$ cat src/rtl/video_pkg.sv
// Shared video timing definitions: per-axis phase encoding, default
// 640x480@60 timing constants and the raster counter width.
package video_pkg;

    typedef enum logic [1:0] {
        ACTIVE = 2'd0,
        FRONT  = 2'd1,
        SYNC   = 2'd2,
        BACK   = 2'd3
    } phase_t;

    // Raster counters and pixel positions share this width
    localparam int CNT_W = 10;

    localparam int DEF_CLOCK_DIV = 4;

    localparam int DEF_H_ACTIVE = 640;
    localparam int DEF_H_FP     = 16;
    localparam int DEF_H_SYNC   = 96;
    localparam int DEF_H_BP     = 48;

    localparam int DEF_V_ACTIVE = 480;
    localparam int DEF_V_FP     = 10;
    localparam int DEF_V_SYNC   = 2;
    localparam int DEF_V_BP     = 33;

endpackage

$ cat src/rtl/video_timing_axis.sv
// One raster axis: a counter running 0..TOTAL-1 with a phase FSM
// (ACTIVE -> FRONT -> SYNC -> BACK) that always describes the current count.
// o_wrap is high on the advance that takes the counter from TOTAL-1 to 0.
module video_timing_axis
    import video_pkg::*;
#(
    parameter int ACTIVE_LEN = 640,
    parameter int FRONT_LEN  = 16,
    parameter int SYNC_LEN   = 96,
    parameter int BACK_LEN   = 48
) (
    input  logic             i_clock,
    input  logic             i_reset,
    input  logic             i_advance,
    output logic [CNT_W-1:0] o_count,
    output phase_t           o_phase,
    output logic             o_wrap
);

    // Last count of each phase; the phase changes on the advance leaving it
    localparam logic [CNT_W-1:0] END_ACTIVE = CNT_W'(ACTIVE_LEN - 1);
    localparam logic [CNT_W-1:0] END_FRONT  = CNT_W'(ACTIVE_LEN + FRONT_LEN - 1);
    localparam logic [CNT_W-1:0] END_SYNC   = CNT_W'(ACTIVE_LEN + FRONT_LEN + SYNC_LEN - 1);
    localparam logic [CNT_W-1:0] END_TOTAL  =
        CNT_W'(ACTIVE_LEN + FRONT_LEN + SYNC_LEN + BACK_LEN - 1);

    assign o_wrap = i_advance && (o_count == END_TOTAL);

    // Counter and phase FSM advance together so the phase matches the count
    always_ff @(posedge i_clock or posedge i_reset) begin
        if (i_reset) begin
            o_count <= '0;
            o_phase <= ACTIVE;
        end else if (i_advance) begin
            if (o_count == END_TOTAL) begin
                o_count <= '0;
                o_phase <= ACTIVE;
            end else begin
                o_count <= o_count + CNT_W'(1);
                case (o_phase)
                    ACTIVE:  if (o_count == END_ACTIVE) o_phase <= FRONT;
                    FRONT:   if (o_count == END_FRONT)  o_phase <= SYNC;
                    SYNC:    if (o_count == END_SYNC)   o_phase <= BACK;
                    default: o_phase <= o_phase;
                endcase
            end
        end
    end

endmodule

$ cat src/rtl/video_timing_gen.sv
// VGA-style video timing generator. A clock divider produces one pixel tick
// every CLOCK_DIV cycles; horizontal and vertical axes produce sync, request
// and position outputs for the pixel being presented. Pixel colour is sampled
// one tick after the request and presented on the pin-side outputs together
// with equally delayed syncs and data-enable.
// Optional build macro VIDEO_TIMING_SCALE2X_EN: positions report counter/2
// (320x240 source for a 640x480 raster); sync/request/RGB timing unchanged.
module video_timing_gen
    import video_pkg::*;
#(
    parameter int CLOCK_DIV = DEF_CLOCK_DIV,
    parameter int H_ACTIVE  = DEF_H_ACTIVE,
    parameter int H_FP      = DEF_H_FP,
    parameter int H_SYNC    = DEF_H_SYNC,
    parameter int H_BP      = DEF_H_BP,
    parameter int V_ACTIVE  = DEF_V_ACTIVE,
    parameter int V_FP      = DEF_V_FP,
    parameter int V_SYNC    = DEF_V_SYNC,
    parameter int V_BP      = DEF_V_BP
) (
    input  logic        i_clock,
    input  logic        i_reset,
    output logic        o_video_hsync,
    output logic        o_video_vsync,
    output logic        o_video_request,
    output logic [9:0]  o_video_pos_x,
    output logic [9:0]  o_video_pos_y,
    input  logic [31:0] i_video_rdata,
    output logic        o_vga_hs_n,
    output logic        o_vga_vs_n,
    output logic [7:0]  o_vga_r,
    output logic [7:0]  o_vga_g,
    output logic [7:0]  o_vga_b,
    output logic        o_vga_de,
    output logic        o_vblank,
    output logic        o_frame_irq
);

    localparam int DIV_W   = (CLOCK_DIV > 1) ? $clog2(CLOCK_DIV) : 1;
    localparam int V_TOTAL = V_ACTIVE + V_FP + V_SYNC + V_BP;

    localparam logic [DIV_W-1:0] DIV_LAST   = DIV_W'(CLOCK_DIV - 1);
    localparam logic [CNT_W-1:0] V_LAST     = CNT_W'(V_TOTAL - 1);
    localparam logic [CNT_W-1:0] V_IRQ_LINE = CNT_W'(V_ACTIVE - 1);
    localparam logic [CNT_W-1:0] V_BLANK_AT = CNT_W'(V_ACTIVE);

    logic [DIV_W-1:0] div_cnt;
    logic             tick;
    logic [CNT_W-1:0] h_count;
    logic [CNT_W-1:0] v_count;
    phase_t           h_phase;
    phase_t           v_phase;
    logic             h_wrap;
    logic             v_wrap;
    logic [CNT_W-1:0] v_next_line;
    logic [CNT_W-1:0] v_after_tick;
    logic             active_area;
    logic             unused_rdata_hi;
    logic             unused_v_wrap;

    function automatic logic [CNT_W-1:0] scale_pos(input logic [CNT_W-1:0] c);
`ifdef VIDEO_TIMING_SCALE2X_EN
        return c >> 1;
`else
        return c;
`endif
    endfunction

    assign tick            = (div_cnt == DIV_LAST);
    assign v_next_line     = (v_count == V_LAST) ? '0 : v_count + CNT_W'(1);
    assign v_after_tick    = h_wrap ? v_next_line : v_count;
    assign active_area     = (h_phase == ACTIVE) && (v_phase == ACTIVE);
    assign unused_rdata_hi = ^i_video_rdata[31:24];
    assign unused_v_wrap   = v_wrap;

    // Pixel clock divider: free-running modulo-CLOCK_DIV count
    always_ff @(posedge i_clock or posedge i_reset) begin
        if (i_reset) begin
            div_cnt <= '0;
        end else if (tick) begin
            div_cnt <= '0;
        end else begin
            div_cnt <= div_cnt + DIV_W'(1);
        end
    end

    video_timing_axis #(
        .ACTIVE_LEN (H_ACTIVE),
        .FRONT_LEN  (H_FP),
        .SYNC_LEN   (H_SYNC),
        .BACK_LEN   (H_BP)
    ) u_h_axis (
        .i_clock   (i_clock),
        .i_reset   (i_reset),
        .i_advance (tick),
        .o_count   (h_count),
        .o_phase   (h_phase),
        .o_wrap    (h_wrap)
    );

    video_timing_axis #(
        .ACTIVE_LEN (V_ACTIVE),
        .FRONT_LEN  (V_FP),
        .SYNC_LEN   (V_SYNC),
        .BACK_LEN   (V_BP)
    ) u_v_axis (
        .i_clock   (i_clock),
        .i_reset   (i_reset),
        .i_advance (h_wrap),
        .o_count   (v_count),
        .o_phase   (v_phase),
        .o_wrap    (v_wrap)
    );

    // Video side: present the current pixel's sync, request and position;
    // from horizontal FRONT onward pos_y already names the upcoming line.
    // vblank follows the line counter value that holds after this tick.
    always_ff @(posedge i_clock or posedge i_reset) begin
        if (i_reset) begin
            o_video_hsync   <= 1'b0;
            o_video_vsync   <= 1'b0;
            o_video_request <= 1'b0;
            o_video_pos_x   <= '0;
            o_video_pos_y   <= '0;
            o_vblank        <= 1'b0;
        end else if (tick) begin
            o_video_hsync   <= (h_phase == SYNC);
            o_video_vsync   <= (v_phase == SYNC);
            o_video_request <= active_area;
            o_video_pos_x   <= active_area ? scale_pos(h_count) : '0;
            o_video_pos_y   <= (h_phase == ACTIVE) ? scale_pos(v_count)
                                                   : scale_pos(v_next_line);
            o_vblank        <= (v_after_tick >= V_BLANK_AT);
        end
    end

    // Frame interrupt: single-cycle pulse as the line counter enters blanking
    always_ff @(posedge i_clock or posedge i_reset) begin
        if (i_reset) begin
            o_frame_irq <= 1'b0;
        end else begin
            o_frame_irq <= h_wrap && (v_count == V_IRQ_LINE);
        end
    end

    // Pin side: capture colour for the previous request and delay syncs/DE
    // by the same pixel so everything lines up at the connector
    always_ff @(posedge i_clock or posedge i_reset) begin
        if (i_reset) begin
            o_vga_hs_n <= 1'b1;
            o_vga_vs_n <= 1'b1;
            o_vga_de   <= 1'b0;
            o_vga_r    <= '0;
            o_vga_g    <= '0;
            o_vga_b    <= '0;
        end else if (tick) begin
            o_vga_hs_n <= ~o_video_hsync;
            o_vga_vs_n <= ~o_video_vsync;
            o_vga_de   <= o_video_request;
            o_vga_r    <= o_video_request ? i_video_rdata[23:16] : 8'd0;
            o_vga_g    <= o_video_request ? i_video_rdata[15:8]  : 8'd0;
            o_vga_b    <= o_video_request ? i_video_rdata[7:0]   : 8'd0;
        end
    end

endmodule

$ cat config.mk
export PLATFORM = sky130hd
export DESIGN_NAME = video_timing_gen
export DESIGN_NICKNAME = d
export VERILOG_FILES = /design/src/rtl/video_pkg.sv /design/src/rtl/video_timing_axis.sv /design/src/rtl/video_timing_gen.sv
export SDC_FILE = /design/constraint.sdc
export NUM_CORES = 1
export LEC_CHECK = 0
export BUFFER_PORTS_ARGS = -buffer_cell sky130_fd_sc_hd__buf_2
export CAP_MARGIN = 10
export CORE_MARGIN = 2
export CORE_UTILIZATION = 55
export CTS_CLUSTER_SIZE = 28
export DETAILED_ROUTE_END_ITERATION = 10
export GPL_TIMING_DRIVEN = 0
export PLACE_DENSITY = 0.8
export SYNTH_ARGS = -nofsm -noshare
export SYNTH_HDL_FRONTEND = slang
export SYNTH_SLANG_ARGS = --single-unit
$ cat constraint.sdc
create_clock -name i_clock -period 3 [get_ports i_clock]
set_input_delay 0 -clock i_clock [delete_from_list [all_inputs] [get_ports i_clock]]
set_output_delay 0 -clock i_clock [all_outputs]
set_load 0.005 [all_outputs]
# == Word-level counts from Yosys, hierarchy flattened ==
# Cells that the tools add are included.
# classes
addsub,3
n_lt_le_gt_ge,1
eq_ne,19
muxes,19
bitwise,2
n_reduce_logical,9
# op_table
op,n
"10-bit == test, second input constant",5
10-bit 2-to-1 mux,5
"10-bit by 9-bit == test with 1-bit output, second input constant",3
8-bit 2-to-1 mux,3
"10-bit by 1-bit adder with 10-bit output, second input constant",2
2-bit 2-to-1 mux,9
2-bit one-hot mux with 3 select lines,2
"10-bit by 9-bit greater-or-equal comparator with 1-bit output, second input constant",1
5-bit AND reduction,2
"3-bit by 1-bit != test with 1-bit output, second input constant",3
"3-bit by 2-bit != test with 1-bit output, second input constant",3
4-bit nonzero test,2
"2-bit == test, second input constant",3
"2-bit by 1-bit == test with 1-bit output, second input constant",2
2-bit logical NOT,2
1-bit logical AND,3
"2-bit by 1-bit adder with 2-bit output, second input constant",1
1-bit NOT,2
# word_totals
register_bits,78
input_bits,34
word_cells,71

# == Depth between registers and ports, before layout ==
# Gate-level depths: netlist (run 1).
# logic_depth
ltp_word,4
depth_mapped,8
depth_no_buf,7

# == Modules after synthesis ==
# Synthesis (run 1) repeated with hierarchy kept, for this count alone.
# hier_totals
cells_unflattened,351
area_unflattened_um2,3778.6
# modules_own_cells
module,instances,cells_per_inst,area_per_inst_um2,seq_area_each_um2
video_timing_gen,1,203,2294.7,1353.8
video_timing_axis (u_v_axis),1,76,748.2,300.3
video_timing_axis (u_h_axis),1,72,735.7,300.3

# == Worst setup path after synthesis (run 1) ==
# No wires, ideal clock.
# synth_timing
kind,register to register
startpoint,register u_v_axis.o_count[5]
endpoint,register o_vblank
t_arrival_ns,1.793
slack_ns,1.083
stages_incl_launch_ff,8
path_buffers,2
synth_period_minus_slack_ns,1.917
path_cell_list,dfrtp_1 > buf_6 > or4_4 > nor4_4 > buf_6 > o21ai_2 > a21o_1 > o31a_1
# synth_via
elab_chain_cells,4
# synth_rtl
element,line,rtl
start: declaration,video_timing_axis.sv:15,"output logic [CNT_W-1:0] o_count,"
start signal: assignment,video_timing_axis.sv:39,o_count <= o_count + CNT_W'(1);
10-bit by 1-bit adder with 10-bit output or 10-bit == test (tied branches),video_timing_gen.sv:70,assign v_next_line = (v_count == V_LAST) ? '0 : v_count + CNT_W'(1);
10-bit 2-to-1 mux *,video_timing_gen.sv:70,
10-bit 2-to-1 mux *,-,
named net v_after_tick[9],video_timing_gen.sv:56,logic [CNT_W-1:0] v_after_tick;
10-bit by 9-bit greater-or-equal comparator with 1-bit output *,video_timing_gen.sv:133,o_vblank <= (v_after_tick >= V_BLANK_AT);
end signal: assignment,video_timing_gen.sv:133,
end: declaration,video_timing_gen.sv:35,"output logic o_vblank,"
# Mark *: on every way through the listed nets, which the timed path passes. The rest lies on a longest branch.
# A chain may end at the register's enable or synchronous reset.

# == Worst setup path in the final report (run 1) ==
# layout_timing
startpoint,register u_v_axis.o_count[2]
endpoint,register u_v_axis.o_phase[1]
# layout_via
elab_chain_cells,3
# layout_rtl
element,line,rtl
"10-bit == test, or another cell as far along",video_timing_axis.sv:35,if (o_count == END_TOTAL) begin
3-bit by 2-bit != test with 1-bit output (no source line) or 4-bit nonzero test (tied branches),-,
5-bit AND reduction (no source line),-,
end signal: assignment,video_timing_axis.sv:44,default: o_phase <= o_phase;
end: declaration,video_timing_axis.sv:16,"output phase_t o_phase,"
# Parallel ways exist; a longest one is shown, timed or not.

==> results of run 1 <==
-- kinds of logic after synthesis --
family / share of synthesized area (%)
buffers and inverters: 4.48
xor gates and xnor gates: 3.30
and+or+nand+nor: 16.4
muxes: 1.75
adders and majority gates: 4.04
DFF: 52.6
AOI/OAI and AO/OA: 17.4
-- synthesized netlist by cell type, types with 2 or more instances --
cell type,instances
buf_1,6
nand2_1,21
inv_1,10
o2bb2ai_1,2
nand3_1,8
dfrtp_1,76
xor2_1,5
clkbuf_1,11
nor2_1,30
and4_1,3
o31ai_1,3
buf_2,7
buf_6,2
and2_1,2
and3_1,7
dfstp_2,2
o21ai_0,8
nor3_1,6
xnor2_1,9
mux2i_1,2
nor4_1,5
or3_1,3
a21o_1,3
nand4_1,7
nand2b_1,4
nor2b_1,2
or4_1,3
a2bb2oi_1,2
a22o_1,34
ha_1,12
mux2_2,4
o21ai_1,3
a21oi_1,16
-- layout make-up --
class,instances,area (um^2)
fillers,447,1770
plain buffers,27,129
repair buffers,103,663
clock buffers,10,128
flip-flops and latches,78,1950
inverters,10,40.0
clock inverters,6,87.6
multi-input cells,228,1600
well taps,77,96.3
-- worst paths after layout --
kind,start,to,cells after the start
min in group i_clock,i_video_rdata[4],o_vga_b[4],3
max in group asynchronous,i_reset,o_vga_hs_n,4
max,u_v_axis.o_count[2],u_v_axis.o_phase[1],6
max reg2reg,u_v_axis.o_count[2],u_v_axis.o_phase[1],6
min,i_reset,o_vga_r[7],3
min reg2reg,div_cnt[0],div_cnt[0],1
-- routing by layer --
metal / vias up / routed length [um] / GRT usage (%)
met5: - / 0 / 0
met4: 0 / 126 / 7.67
met3: 13 / 772 / 7.52
met2: 160 / 4690 / 44.0
met1: 1581 / 4230 / 36.4
li1: 1479 / - / -
-- sequential cells by signal, summed over array words and instances (netlist names), 2 cells and up --
name,cells
div_cnt,2
o_vga_b,8
o_vga_g,8
o_vga_r,8
o_video_pos_x,10
o_video_pos_y,10
u_h_axis.o_count,10
u_h_axis.o_phase,2
u_v_axis.o_count,10
u_v_axis.o_phase,2
-- power groups by stage --
| stage | Clock (uW) | Sequential [uW] | Combinational [uW] |
|---|---|---|---|
| 3_5_place_dp | 0 | 1100 | 79.3 |
| 4_1_cts | 866 | 1080 | 106 |
| 5_1_grt | 911 | 1080 | 119 |
| 2_1_floorplan | 0 | 1100 | 31.5 |
| 3_3_place_gp | 0 | 1090 | 73.3 |
| 6_report | 859 | 1080 | 109 |
-- worst min-delay path, stage by stage --
cell	delay [ps]
dlygate4sd3_1	560
buf_2	150
inv_4	280
-- what timing repair did --
action                                  CTS  global route
buffers inserted                          0             0
endpoints found under the setup margin    0             0
hold buffers                             25             0
endpoints found under the hold margin    51             0
-- layout by cell type, fill, tap and decap left out, drive strengths merged, types with 5 or more instances in the layout --
master,count
buf,94
dfrtp,76
a22o,34
nor2,30
dlygate4sd3,25
nand2,21
clkbuf,21
a21oi,16
ha,12
o21ai,12
inv,10
xnor2,9
nand3,8
and3,7
nand4,7
nor4,7
nor3,6
xor2,5
-- through the flow --
stage,instances,hold WS [ps],power (uW)
CTS,539,198,2050
global placement,497,225,1170
finish,539,237,2050
floorplan,343,128,1130
detailed placement,498,13.0,1180
global route,539,242,2110
==> results.yml, run 1 <==
status:
  status: "complete, no violations"
synth:
  synth.avg_cell_area_um2: 10.8
  postSynthCellCount: 343
  ys_top_cells_by_area: "dfrtp_1 (51%), a22o_1 (8.0%), ha_1 (4.0%), nor2_1 (3.0%), a21oi_1 (2.2%)"
  synthArstFlopShare_pct: 100
  synth_edf_count: 0
  syn_area_um2: 3720
  synth_cell_type_count: 58
  synthFlopType: "dfrtp_1"
  ys_seq_area_share_pct: 52.6
  yosys_warnings: 0
  syn_nets: 389
  ys_seq_elements: 78
  synth_area_leader_cell: "dfrtp_1"
  synth_top_area_share_pct: 51.2
die:
  die_x_um: 86.2
  initial_core_util_pct: 57.5
  dieHeight_um: 86.2
  die_area_um2: 7430
  ios: 86
  rows: 29
  core_um2: 6460
power:
  clkPwrFrac_pct: 42.0
  vdd_drop_max_v: 0.000212
  p_switching_uw: 448
  seq_power_share_pct: 52.7
  comb_power_share_pct: 5.3
  power_density_nw_per_um2: 436
  cellLeakagePower_uw: 0.00215
  p_int_uw: 1600
  switching_share_pct: 21.9
place:
  io_buffers: 77
  dpl_cell_area_um2: 4230
  place_congestion: 0.936
  post-dp-hpwl_um: 6060
  placement.setup.worst_slack_ps: 883
clock_tree:
  cts_tree: "done"
  numCtsBuffers: 9
  post_cts_resized: 0
  cts.clk_slew.worst_paths_ps: 80
  clkLatencyLatePin_ps: 340
  cts_max_path_buffers: 2
  cts_root_buffer: "clkbuf_8"
  clock-sinks: 78
  cts_max_level: 3
sta:
  finalSetupTns_ps: 0
  finalSetupViolations: 0
  hold_viol: 0
  finalCriticalPeriod_ps: 2180
  setup_ws_ps: 823
  timing.final.crit_share_pct: 72.6
  rsz0062_at_grt: "false"
  maxSlewViolCount: 0
  tightest_slew_ps: 546
  max_freq_mhz: 459
  slew_headroom_pct: 63.6
  skew_ps: 6.43
drt:
  vias: 3233
  dr.first_iter.drc_count: 222
  dr.pass1.iters: 5
  route.detailed.drc: 0
  routed_wl_um: 9820
  via_per_inst: 6.00
  drtAntennaViolNets: 0
  routedWlPerCell_um: 18.2
global_route:
  grt_max_degree: 52
  antenna_found_initial: 0
  grt_pass1_vias: 3091
  grt_pass1_wl_um: 15700
  grt_usage_pct: 27.2
  gr-total-overflow: 0
setup_path:
  cp-end-kind: "flip-flop"
  cpPeakStageDelay_ps: 500
  cp-start-kind: "flip-flop"
  cp_slowest_cell: "a222oi_1"
  path_cells: "buf_2, nor4bb_1, nand3_1, a222oi_1, o21ai_1, a32o_1"
  crit_type: "flip-flop to flip-flop"
  path_buf_inv: 1
  crit_family: "compound AO/OA/AOI/OAI gates"
  cp_max_fo: 10
  worstPathArrival_ps: 2410
  required_ps: 3230
  reg2reg_setup_slack_ps: 820
finish:
  diodes: 0
  nNetsFinal: 503
  final_cell_area_um2: 4690
  drive_gt1_share_pct: 25.1
  post-route-util_pct: 72.7
  area.growth.synth_to_final_pct: 26.3
worst_hold_path:
  hold_path.class: "primary input to asynchronous set/reset pin"
job:
  cap_violations: 0
Power figures use the tool's default switching activity.
==> run 2: changes to the inputs <==
--- a/config.mk
+++ b/config.mk
@@ -5,14 +5,15 @@
 export SDC_FILE = /design/constraint.sdc
 export NUM_CORES = 1
 export LEC_CHECK = 0
+export ABC_AREA = 1
 export BUFFER_PORTS_ARGS = -buffer_cell sky130_fd_sc_hd__buf_2
 export CAP_MARGIN = 10
 export CORE_MARGIN = 2
-export CORE_UTILIZATION = 55
+export CORE_UTILIZATION = 49
 export CTS_CLUSTER_SIZE = 28
 export DETAILED_ROUTE_END_ITERATION = 10
 export GPL_TIMING_DRIVEN = 0
-export PLACE_DENSITY = 0.8
+export PLACE_DENSITY = 0.75
 export SYNTH_ARGS = -nofsm -noshare
 export SYNTH_HDL_FRONTEND = slang
 export SYNTH_SLANG_ARGS = --single-unit
==> constraint.sdc (replaced) <==
create_clock -name i_clock -period 1.83 [get_ports i_clock]
set_input_delay 0 -clock i_clock [delete_from_list [all_inputs] [get_ports i_clock]]
set_output_delay 0 -clock i_clock [all_outputs]
set_load 0.005 [all_outputs]
==> run 2 against run 1 <==
Utilization down 7.6 points. Flip-flop and latch count unchanged. Sequential power up 63%. Global-route usage down 4.1 points. Combinational power up 50%. Critical path type unchanged. First-iteration DRC count down 30%. Largest power group unchanged. Via count up 3.8%. Hold slack better by 120 ps.
==> results.yml, run 2 <==
synth:
  yosys_warnings: 0
  syn_area_um2: 3750
  synth_cell_type_count: 31
  postSynthCellCount: 443
  synth_area_leader_cell: "dfrtp_1"
  synth.avg_cell_area_um2: 8.46
  synth_top_area_share_pct: 50.7
  ys_seq_area_share_pct: 52.1
  ys_top_cells_by_area: "dfrtp_1 (51%), nand2_1 (14%), nand3_1 (6.3%), ha_1 (4.0%), inv_1 (3.9%)"
  synthFlopType: "dfrtp_1"
  synthArstFlopShare_pct: 100
  synth_edf_count: 0
  yosysMostFrequentCell: "nand2_1"
  syn_nets: 489
  ys_seq_elements: 78
  synth_common_cells: "nand2_1 (137), dfrtp_1 (76), nand3_1 (47)"
finish:
  final_cell_mix: "nand2_1 (137), buf_2 (88), dfrtp_1 (76)"
  diodes: 0
  area.growth.synth_to_final_pct: 27.3
  nFillCells: 599
  post-route-util_pct: 65.1
  drive_gt1_share_pct: 22.8
  final_common_cell: "nand2_1"
  nNetsFinal: 606
place:
  post-dp-hpwl_um: 6280
  place_congestion: 0.862
  io_buffers: 77
  placement.setup.worst_slack_ps: -169
clock_tree:
  clock-sinks: 78
  cts_max_path_buffers: 2
  clkLatencyLatePin_ps: 350
  cts_max_level: 3
  numCtsBuffers: 9
  cts_tree: "done"
  cts.clk_slew.worst_paths_ps: 80
  cts_root_buffer: "clkbuf_8"
global_route:
  grt_pass1_vias: 3330
  grt_pass1_wl_um: 15300
  grt_usage_pct: 23.1
  gr-total-overflow: 0
  grt_max_degree: 41
  antenna_found_initial: 0
drt:
  via_per_inst: 5.06
  drtAntennaViolNets: 0
  vias: 3357
  route.detailed.drc: 0
  dr.pass1.iters: 4
  dr.first_iter.drc_count: 156
  routedWlPerCell_um: 13.6
  routed_wl_um: 9060
setup_path:
  reg2reg_setup_slack_ps: 80
  cp-end-kind: "flip-flop"
  crit_type: "flip-flop to flip-flop"
  worstPathArrival_ps: 1970
  required_ps: 2050
  r2r_cells: 8
  cp_max_fo: 10
  cp-start-kind: "flip-flop"
power:
  seq_power_share_pct: 54.4
  p_switching_uw: 763
  power_density_nw_per_um2: 680
  comb_power_share_pct: 5.0
  clkPwrFrac_pct: 40.6
  cellLeakagePower_uw: 0.00237
  fin_total_pwr_uw: 3250
  p_int_uw: 2480
  switching_share_pct: 23.5
  vdd_drop_max_v: 0.000610
sta:
  slew_headroom_pct: 43.0
  finalSetupViolations: 0
  hold_viol: 0
  setup_ws_ps: 76.4
  timing.final.crit_share_pct: 95.8
  tightest_slew_ps: 854
  max_freq_mhz: 570
  finalCriticalPeriod_ps: 1750
  finalSetupTns_ps: 0
  whs_ps: 360
  rsz0062_at_grt: "true"
  skew_ps: 6.46
  maxSlewViolCount: 0
worst_hold_path:
  hold_path.class: "primary input to asynchronous set/reset pin"
die:
  die_x_um: 91.5
  ios: 86
  die_area_um2: 8370
  dieHeight_um: 91.5
  initial_core_util_pct: 51.2
  rows: 31
  core_um2: 7330
job:
  cap_violations: 0
status:
  status: "complete, no violations"
[run 2: cell count changes in the layout (fill, tap and decap cells not counted), moves of 6 or more]
cell      delta
nand3_1     +39
o221ai_1     +7
o21ai_0     +17
clkbuf_1     -6
a22o_1      -34
and3_1       -7
nand2_1    +116
a21oi_1     -13
xnor2_1      -9
inv_1       +29
[run 2: worst paths after layout]
check | startpoint | end
max | u_h_axis.o_count[1] | u_v_axis.o_count[0]
min | i_reset | o_video_pos_y[3]
max reg2reg | u_h_axis.o_count[1] | u_v_axis.o_count[0]
min reg2reg | div_cnt[0] | div_cnt[0]
max in group asynchronous | i_reset | o_vga_g[0]
min in group i_clock | i_video_rdata[4] | o_vga_b[4]
[run 2: power by group through the flow]
stage                     sequential, uW  combinational (uW)  clock (uW)
after CTS                           1760                 164        1350
after global routing                1770                 184        1430
final                               1760                 163        1320
after global placement              1800                 113           0
after floorplan                     1800                46.6           0
after detailed placement            1800                 124           0
[run 2: what timing repair did]
action / CTS / global route
endpoints found under the setup margin: 48 / 17
setup buffers: 0 / 3
resized for setup: 2 / 3
hold buffers: 25 / 0
hold endpoints to repair: 61 / 0
cloned: 0 / 0
[run 2: worst max-delay path: stages, from the launching register on]
cell	delay, ps
dfrtp_1	400
ha_1	190
inv_1	70
nor2_4	180
nand4_2	210
buf_6	200
buf_2	190
nand2_1	70
o21ai_0	100
[run 2: cell type report]
type	count	area [um^2]	share of cell area [%]
sequential	78	1950	40.9
multi-input combinational	304	1550	32.5
timing repair buffer	106	678	14.2
inverter	40	154	3.22
clock buffer	9	124	2.60
tap	99	124	2.60
buffer	21	108	2.25
clock inverter	7	80.1	1.68
[run 2: logic make-up (layout without fill, tap and decap cells)]
logic type,after synthesis,after routing,synth area share (%)
flip-flops,78,78,52.1
adder cells (fa/ha/maj),12,12,4.00
XOR/XNOR,3,3,0.701
AO/OA/AOI/OAI,47,47,7.27
AND/OR/NAND/NOR,242,242,29.2
buffers and inverters,61,183,6.71
[run 2: through the flow]
step,area [um^2],std cells
floorplan,3750,443
global placement,4260,619
detailed placement,4280,620
CTS,4740,661
global route,4770,664
finish,4770,664
[run 2: layer usage]
| metal | part of all wire (%) | GRT usage (%) | vias up | routed length, um |
|---|---|---|---|---|
| met5 | 0 | 0 | - | 0 |
| met4 | 1.1 | 8.71 | 0 | 104 |
| met3 | 6.8 | 6.06 | 9 | 613 |
| met2 | 46 | 36.1 | 124 | 4140 |
| met1 | 46 | 30.8 | 1551 | 4200 |
| li1 | - | - | 1673 | - |
